### src/rtl/timer_controller_if.sv
// Button and display bundle for the countdown timer: the bench or front panel
// drives the buttons (master) and the timer core drives the readouts (slave).
interface timer_controller_if;
  logic        btn_inc;
  logic        minute_sel;
  logic        btn_start;
  logic        btn_clear;
  logic [21:0] preset;
  logic [21:0] remaining;
  logic [1:0]  state;
  logic        done;

  modport master (
    output btn_inc, minute_sel, btn_start, btn_clear,
    input  preset, remaining, state, done
  );

  modport slave (
    input  btn_inc, minute_sel, btn_start, btn_clear,
    output preset, remaining, state, done
  );
endinterface

### src/rtl/timer_controller.sv
// Programmable millisecond countdown timer: debounced-edge buttons set a preset,
// then a prescaled countdown runs, pauses, resumes and signals completion.
module timer_controller #(
  parameter int CLK_PER_MS = 100000,
  parameter int MAX_MS     = 3599000
) (
  input logic               clk,
  input logic               rst_n,
  timer_controller_if.slave bus
);
  typedef enum logic [1:0] {
    PROG  = 2'b00,
    RUN   = 2'b01,
    PAUSE = 2'b10,
    DONE  = 2'b11
  } state_t;

  localparam int              PW         = $clog2(CLK_PER_MS);
  localparam logic [PW-1:0]   PRESC_LAST = PW'(CLK_PER_MS - 1);
  localparam logic [22:0]     MAX_SUM    = 23'(MAX_MS);
  localparam logic [22:0]     STEP_MIN   = 23'd60000;
  localparam logic [22:0]     STEP_SEC   = 23'd1000;

  // Buttons packed as {clear, start, inc}.
  logic [2:0] btn_raw, sync_a, sync_b, btn_prev, pulse;
  logic       clr_p, start_p, inc_p;

  assign btn_raw = {bus.btn_clear, bus.btn_start, bus.btn_inc};

  // NOTE: every flop, synchronizers included, has an async reset so a button
  // held through reset is seen as a fresh rising edge once reset lifts.
  always_ff @(posedge clk or negedge rst_n) begin
    if (!rst_n) begin
      sync_a   <= '0;
      sync_b   <= '0;
      btn_prev <= '0;
    end else begin
      // NOTE: non-blocking assignments let each stage capture the previous
      // stage's pre-edge value, forming a true shift chain.
      sync_a   <= btn_raw;
      sync_b   <= sync_a;
      btn_prev <= sync_b;
    end
  end

  assign pulse = sync_b & ~btn_prev;
  assign {clr_p, start_p, inc_p} = pulse;

  state_t          state_q, state_d;
  logic [21:0]     preset_q, preset_d;
  logic [21:0]     remaining_q, remaining_d;
  logic [PW-1:0]   presc_q, presc_d;
  logic [22:0]     inc_sum;
  logic [21:0]     inc_sat;
  logic            tick;

  assign inc_sum = {1'b0, preset_q} + (bus.minute_sel ? STEP_MIN : STEP_SEC);
  assign inc_sat = (inc_sum > MAX_SUM) ? MAX_SUM[21:0] : inc_sum[21:0];
  assign tick    = (presc_q == PRESC_LAST);

  always_ff @(posedge clk or negedge rst_n) begin
    if (!rst_n) begin
      state_q     <= PROG;
      preset_q    <= '0;
      remaining_q <= '0;
      presc_q     <= '0;
    end else begin
      state_q     <= state_d;
      preset_q    <= preset_d;
      remaining_q <= remaining_d;
      presc_q     <= presc_d;
    end
  end

  always_comb begin
    // NOTE: hold-by-default on every target keeps this block free of latches.
    state_d     = state_q;
    preset_d    = preset_q;
    remaining_d = remaining_q;
    presc_d     = presc_q;

    unique case (state_q)
      PROG: begin
        if (clr_p) begin
          preset_d    = '0;
          remaining_d = '0;
        end else if (start_p) begin
          if (preset_q != '0) begin
            state_d     = RUN;
            presc_d     = '0;
            remaining_d = preset_q;
          end
        end else if (inc_p) begin
          preset_d    = inc_sat;
          remaining_d = inc_sat;
        end
      end

      RUN: begin
        if (clr_p) begin
          state_d     = PROG;
          remaining_d = preset_q;
          presc_d     = '0;
        end else if (start_p) begin
          // A start on the terminal edge still wins; the pending tick is kept.
          state_d = PAUSE;
        end else if (tick) begin
          presc_d = '0;
          if (remaining_q != '0) remaining_d = remaining_q - 22'd1;
          if (remaining_q <= 22'd1) state_d = DONE;
        end else begin
          presc_d = presc_q + 1'b1;
        end
      end

      PAUSE: begin
        if (clr_p) begin
          state_d     = PROG;
          remaining_d = preset_q;
          presc_d     = '0;
        end else if (start_p) begin
          state_d = RUN;
        end
      end

      DONE: begin
        if (clr_p || start_p) begin
          state_d     = PROG;
          remaining_d = preset_q;
        end
      end

      default: state_d = PROG;
    endcase
  end

  assign bus.preset    = preset_q;
  assign bus.remaining = remaining_q;
  assign bus.state     = state_q;
  assign bus.done      = (state_q == DONE);
endmodule

### src/flat_wrapper.sv
// flat-port wrapper written by rule: the top's interface ports become plain ports
module timer_controller_flat 
#(
  parameter int CLK_PER_MS = 100000,
  parameter int MAX_MS     = 3599000
)
  (clk, rst_n, bus_btn_inc, bus_minute_sel, bus_btn_start, bus_btn_clear, bus_preset, bus_remaining, bus_state, bus_done);
  timer_controller_if bus_i ();
  input logic clk;
  input logic rst_n;
  input wire logic [$bits(bus_i.btn_inc)-1:0] bus_btn_inc;
  input wire logic [$bits(bus_i.minute_sel)-1:0] bus_minute_sel;
  input wire logic [$bits(bus_i.btn_start)-1:0] bus_btn_start;
  input wire logic [$bits(bus_i.btn_clear)-1:0] bus_btn_clear;
  output wire logic [$bits(bus_i.preset)-1:0] bus_preset;
  output wire logic [$bits(bus_i.remaining)-1:0] bus_remaining;
  output wire logic [$bits(bus_i.state)-1:0] bus_state;
  output wire logic [$bits(bus_i.done)-1:0] bus_done;
  assign bus_i.btn_inc = bus_btn_inc;
  assign bus_i.minute_sel = bus_minute_sel;
  assign bus_i.btn_start = bus_btn_start;
  assign bus_i.btn_clear = bus_btn_clear;
  assign bus_preset = bus_i.preset;
  assign bus_remaining = bus_i.remaining;
  assign bus_state = bus_i.state;
  assign bus_done = bus_i.done;
  timer_controller #(.CLK_PER_MS(CLK_PER_MS), .MAX_MS(MAX_MS)) u_core (.clk(clk), .rst_n(rst_n), .bus(bus_i));
endmodule
### config.mk
export PLATFORM = sky130hd
export DESIGN_NAME = timer_controller_flat
export DESIGN_NICKNAME = d
export VERILOG_FILES = /design/src/rtl/timer_controller_if.sv /design/src/rtl/timer_controller.sv /design/src/flat_wrapper.sv
export SDC_FILE = /design/constraint.sdc
export NUM_CORES = 1
export LEC_CHECK = 0
export ABC_AREA = 0
export BUFFER_PORTS_ARGS = -buffer_cell sky130_fd_sc_hd__buf_4
export CELL_PAD_IN_SITES_DETAIL_PLACEMENT = 0
export CELL_PAD_IN_SITES_GLOBAL_PLACEMENT = 1
export CORE_ASPECT_RATIO = 0.7
export CORE_UTILIZATION = 40
export CTS_BUF_LIST = sky130_fd_sc_hd__clkbuf_16
export DETAILED_ROUTE_END_ITERATION = 10
export GPL_ROUTABILITY_DRIVEN = 0
export HOLD_SLACK_MARGIN = 0.03
export PLACE_DENSITY_LB_ADDON = 0.1
export SYNTH_ARGS = -nofsm -noshare
export SYNTH_HDL_FRONTEND = slang
export SYNTH_SLANG_ARGS = --single-unit
export TNS_END_PERCENT = 1
### constraint.sdc
create_clock -name clk -period 9.7 [get_ports clk]
set_clock_uncertainty 0.15 [all_clocks]
set_input_delay 1.94 -clock clk [delete_from_list [all_inputs] [get_ports clk]]
set_output_delay 1.94 -clock clk [all_outputs]
set_load 0.01 [all_outputs]
==> metrics, run 1 <==
outcome=finished, final reports clean; setup TNS=0 ns; Iteration-0 DRC Markers=545; worst hold slack=0.197 ns; ratio of cells with drive above 1 in the final layout=0.143; fraction of registers with async set or reset after synthesis=1.00; worst path required time=9.77 ns; Post-CTS Hold Fix Bufs=0; top-area cell type share of the netlist area=0.358; PostCTS Resize Cnt=0; VDD IR max=128 uV; Synth area leaders=dfrtp_1 36%, o21ai_0 5.7%, nor2_1 5.1%; HP Class=reg2reg; die width=136 um; fin crit period=5.70 ns; DP Worst Slack=3.72 ns; Worst Max-Slew Pin Slew=0.980 ns; CTS sink cnt=72; htree depth=3; post-synth top area cell=dfrtp_1; Leakage=2.46 nW; Slew headroom=0.341; pwr dens=303 nW/um2; ant diodes=0; port bufs=52; Clock transition at path regs=0.06 ns; Core Box Area=12000 um2; die area=13100 um2; setup repair bufs after CTS=0; maxcap violations=0; TritonRoute pass-1 iters=5; Critical Path AT=slightly below 6 ns; Power, Total=1.77 mW; ANT nets after route=0; top_reg_cell synth=dfrtp_1; fin nets=662; Vias=approximately 5000; critical setup path kind=in2reg; Syn Nets=633; HPWL after detailed placement=11500 um; pin count of the biggest net entering global routing=73; CP Capture Type=register; Worst Setup Start Kind=input port; post-synthesis sequential area ratio=0.358; initial core utilization=0.421; residual DRC count=0; Clock Latency Late Sink=between 0.3 and 0.4 ns; Gate Count Post-Synth=around 600; Post-Syn Area=5040 um2; antenna violations before repair=0; # IOs=53; unrepaired setup endpoints after global routing=no; Rows=33; vias in the first global route=4445; fin crit share=0.588; DRT Wirelength=16300 um; Longest Clk Path Bufs=2; root buf cell=clkbuf_16; Vias/cell=about 6.2; # fillers=1191; final core utilization=0.489; Pins Over Slew Limit=0; Overflow after GRT=0; number of buffers created by CTS=9; fmax=175 MHz; Ys Warns=0; CTS tree=built; number of library cell types mapped by synthesis=71; first-pass GRT wire length=~26000 um; DR WL/cell=20.2 um; Die Y=95.9 um; area grow syn2layout=16.2%; number of synthesized register bits=72; post-route setup slack=~4.0 ns; number of synthesized flops with an enable pin=0; GRT Total Usage=0.262; CP Max Fanout=24; Avg Cell Area, Syn=8.18 um2; Fin. Hold Viols=0; final setup fails=0
-- report_power, final --
group / total [mW] / internal [mW] / switching [mW] / leakage, nW
Clock: 0.410 / 0.278 / 0.132 / 0.178
Combinational: 0.834 / 0.345 / 0.489 / 1.34
Sequential: 0.529 / 0.372 / 0.157 / 0.942
Total: 1.77 / 0.995 / 0.778 / 2.46
-- metrics by stage --
stage	instances	instance area, um2
finish	807	5860
detailed placement	791	5490
global placement	791	5490
floorplan	616	5040
global route	807	5860
CTS	807	5860
-- sequential cells by signal (all words and copies together) (netlist names) --
register	flops
u_core.btn_prev	3
u_core.bus.preset	22
u_core.bus.remaining	22
u_core.bus.state	2
u_core.presc_q	17
u_core.sync_a	3
u_core.sync_b	3
-- layer usage --
| metal | GRT usage | vias up | share of wire |
|---|---|---|---|
| met5 | 0 | - | 0 |
| met4 | 0.0435 | 0 | 0.0065 |
| met3 | 0.0379 | 12 | 0.075 |
| met2 | 0.364 | 216 | 0.40 |
| met1 | 0.423 | 2415 | 0.52 |
| li1 | - | 2348 | - |
-- path summary, 6_finish.rpt --
path                                       from                        to  slack, ns  depth (start not counted)
setup / recovery                 bus_minute_sel  u_core.bus.remaining[15]       4.00                         13
hold / removal                 u_core.sync_a[1]          u_core.sync_b[1]       0.20                          0
setup reg to reg           u_core.bus.preset[3]  u_core.bus.remaining[15]       5.29                         11
hold reg to reg                u_core.sync_a[1]          u_core.sync_b[1]       0.20                          0
max in group asynchronous                 rst_n     u_core.bus.preset[16]       7.16                          1
min in group asynchronous                 rst_n      u_core.bus.preset[3]       1.59                          1
-- cell type report --
cell class	count	area [um2]	area share
clock inverter	7	141	0.0241
sequential	72	1800	0.308
tap	157	196	0.0335
clock buffer	9	225	0.0385
timing repair buffer	60	450	0.0769
multi-input combinational	488	2990	0.510
inverter	14	52.6	0.00897
-- cell usage after synthesis, types with 8 or more instances --
library cell	number
and3_1	11
nand2b_1	8
a21oi_1	32
o21a_1	9
xnor2_1	15
clkbuf_1	28
inv_1	13
nand2_1	63
ha_1	11
nand3_1	15
or3_1	8
nor4_1	12
o211ai_1	8
nor2b_1	9
xor2_1	10
o21ai_0	57
dfrtp_1	72
nor2_1	68
nor3_1	17
o31ai_1	9
a31oi_1	17
-- critical path, cell delays in order --
cell and delay, ns:
buf_4 0.12, inv_1 0.08, ha_1 0.25, ha_1 0.35, o311ai_4 0.41, a211oi_2 0.17, or4_1 0.52, a2111oi_2 0.37
nand4_1 0.16, or3_1 0.56, o21ai_4 0.34, o211ai_1 0.20, mux2_2 0.30
-- cell families (layout without fill, tap and decap cells) --
kind of cell	count (synthesis)	count (layout)	share of synthesized area
AO/OA/AOI/OAI	201	201	0.270
XOR/XNOR	25	25	0.0435
adder cells (fa/ha/maj)	11	11	0.0273
buffers and inverters	56	90	0.0492
flip-flops	72	72	0.358
multiplexers	8	8	0.0171
AND/OR/NAND/NOR	243	243	0.236
-- cells in the final DEF, fill, tap and decap left out, drive strengths merged, types with 6 or more instances in the layout --
| master | instances |
|---|---|
| a21oi | 32 |
| a221oi | 6 |
| a31oi | 17 |
| and3 | 11 |
| buf | 60 |
| clkbuf | 9 |
| dfrtp | 72 |
| ha | 11 |
| inv | 15 |
| nand2 | 64 |
| nand2b | 8 |
| nand3 | 15 |
| nand4 | 7 |
| nor2 | 68 |
| nor2b | 9 |
| nor3 | 18 |
| nor4 | 12 |
| o211ai | 8 |
| o21a | 9 |
| o21ai | 63 |
| o31ai | 9 |
| or3 | 8 |
| or4 | 7 |
| xnor2 | 15 |
| xor2 | 10 |
No activity file was read; power rests on OpenSTA's default activity.
==> run 2: changes to the inputs <==
==> constraint.sdc (replaced) <==
create_clock -name clk -period 4.8 [get_ports clk]
set_clock_uncertainty 0.15 [all_clocks]
set_input_delay 0.96 -clock clk [delete_from_list [all_inputs] [get_ports clk]]
set_output_delay 0.96 -clock clk [all_outputs]
set_load 0.01 [all_outputs]
==> metrics, run 2 (synthesis results as in run 1) <==
outcome=finished, final reports clean; Vias=5078 (+1.7%); pwr dens=598 nW/um2 (+98%); Clock transition at path regs=0.06 ns (about the same); Worst Setup Start Kind=input port; vias in the first global route=4658 (+4.8%); PostCTS Resize Cnt=0 (unchanged); htree depth=3 (unchanged); CTS tree=built; CP Max Fanout=24 (unchanged); initial core utilization=0.421 (unchanged); Overflow after GRT=0 (unchanged); Post-CTS Hold Fix Bufs=0 (unchanged); fin nets=671 (+1.4%); antenna violations before repair=0 (unchanged); Post-DP Area=5560 um2 (+1.2%); die width=136 um (unchanged); Die Y=95.9 um (unchanged); Slew headroom=0.358 (+0.0175); VDD IR max=255 uV (+99%); Clock Power Share=0.209 (-0.022); final instance area=5880 um2 (+0.36%); Core Box Area=12000 um2 (unchanged); critical setup path kind=in2reg; hold path depth=0 (unchanged); Int Pwr=1.93 mW (+94%); worst path required time=4.88 ns (-4.89 ns); setup TNS=0 ns (unchanged); Comb pwr share=0.489 (+0.019); Iteration-0 DRC Markers=461 (-15%); reg2reg path depth=10 (-1); Longest Clk Path Bufs=2 (unchanged); Net Sw Frac=0.451 (+0.0120); final std cells w/o fill=816 (+1.1%); fmax=227 MHz; GRT Total Usage=0.267 (+0.00472); Rows=33 (unchanged); # IOs=53 (unchanged); area grow syn2layout=16.7%; maxcap violations=0 (unchanged); number of buffers created by CTS=9 (unchanged); port bufs=52 (unchanged); Vias/cell=6.22 (+0.62%); CP Capture Type=register; TritonRoute pass-1 iters=5 (unchanged); ant diodes=0 (unchanged); part of the power in registers=0.302 (+0.004); Psw=1.58 mW (+100%); cell count after placement=800 (+1.1%); unrepaired setup endpoints after global routing=no; Worst Max-Slew Pin Slew=0.963 ns (-0.0173 ns); root buf cell=clkbuf_16; pin count of the biggest net entering global routing=73 (unchanged); fin crit share=0.916; HPWL after detailed placement=11800 um (+3.2%); HP Class=reg2reg; DR WL/cell=20.2 um (+0.35%); ANT nets after route=0 (unchanged); Pins Over Slew Limit=0 (unchanged); ratio of cells with drive above 1 in the final layout=0.156 (+0.0132); fin crit period=4.40 ns; Fin. Hold Viols=0 (unchanged); setup repair bufs after CTS=0 (unchanged); first-pass GRT wire length=26200 um (+0.85%); Clock Latency Late Sink=0.34 ns (about the same); residual DRC count=0 (unchanged); worst hold slack=0.200 ns (+0.00301 ns); Leakage=2.48 nW (+0.84%); CTS sink cnt=72 (unchanged); DRT Wirelength=16500 um (+1.5%); most frequent cells in the layout=72 x dfrtp_1, 69 x buf_4, 68 x nor2_1, 63 x nand2_1, 57 x o21ai_0; Power, Total=3.52 mW (+98%); Critical Path AT=4.47 ns (-1.30 ns); final setup fails=0 (unchanged); commonest non-fill, non-tap cell in the layout=dfrtp_1; die area=13100 um2 (unchanged)
run 2: changes by cell type in the layout (fill, tap and decap cells not counted):
cell and change:
buf_4 +9, bufinv_16 -2, clkinv_2 +2, clkinv_1 -1, clkinv_4 +1, clkinvlp_4 +1, inv_6 -1
run 2: area by class of cell:
cell class                      count  area (um2)
Multi-Input combinational cell    488        2990
Clock inverter                      7        95.1
Fill cell                        1204        6100
Sequential cell                    72        1800
Tap cell                          157         196
Clock buffer                        9         225
Inverter                           14        52.6
Timing Repair Buffer               69         518
run 2: final timing paths:
path	startpoint	endpoint	slack, ns
min	u_core.sync_a[1]	u_core.sync_b[1]	0.20
max in group asynchronous	rst_n	u_core.bus.preset[18]	3.26
max reg2reg	u_core.bus.preset[8]	u_core.bus.remaining[1]	0.72
min reg2reg	u_core.sync_a[1]	u_core.sync_b[1]	0.20
max	bus_minute_sel	u_core.bus.remaining[1]	0.40
min in group asynchronous	rst_n	u_core.bus.preset[3]	0.61
run 2: metal layers:
layer  track usage  up-vias  wire (um)
met5             0        -          0
met4        0.0657        0        138
met3        0.0595       12       1380
met2         0.373      243       6760
met1         0.408     2463       8250
li1              -     2360          -
run 2: stage by stage:
stage	util	setup slack (ns)
after detailed placement	0.464	0.130
after global routing	0.491	0.229
final	0.491	0.403
after floorplan	-	0.577
after global placement	0.464	0.175
after CTS	0.491	0.480
run 2: critical path: stages:
cell	delay, ns
buf_4	0.12
inv_1	0.08
ha_1	0.40
a211o_1	0.34
a31oi_1	0.41
o21a_1	0.38
xnor2_1	0.16
o221ai_1	0.15
a221oi_2	0.58
o21ai_4	0.32
o21a_1	0.28
a221o_1	0.29
run 2: power groups by stage:
stage | combinational, mW | clock, mW | sequential, mW
CTS | 1.70 | 0.745 | 1.05
floorplan | 1.12 | 0 | 0.989
finish | 1.72 | 0.734 | 1.06
global route | 1.90 | 0.767 | 1.09
global placement | 1.68 | 0 | 1.06
detailed placement | 1.69 | 0 | 1.07
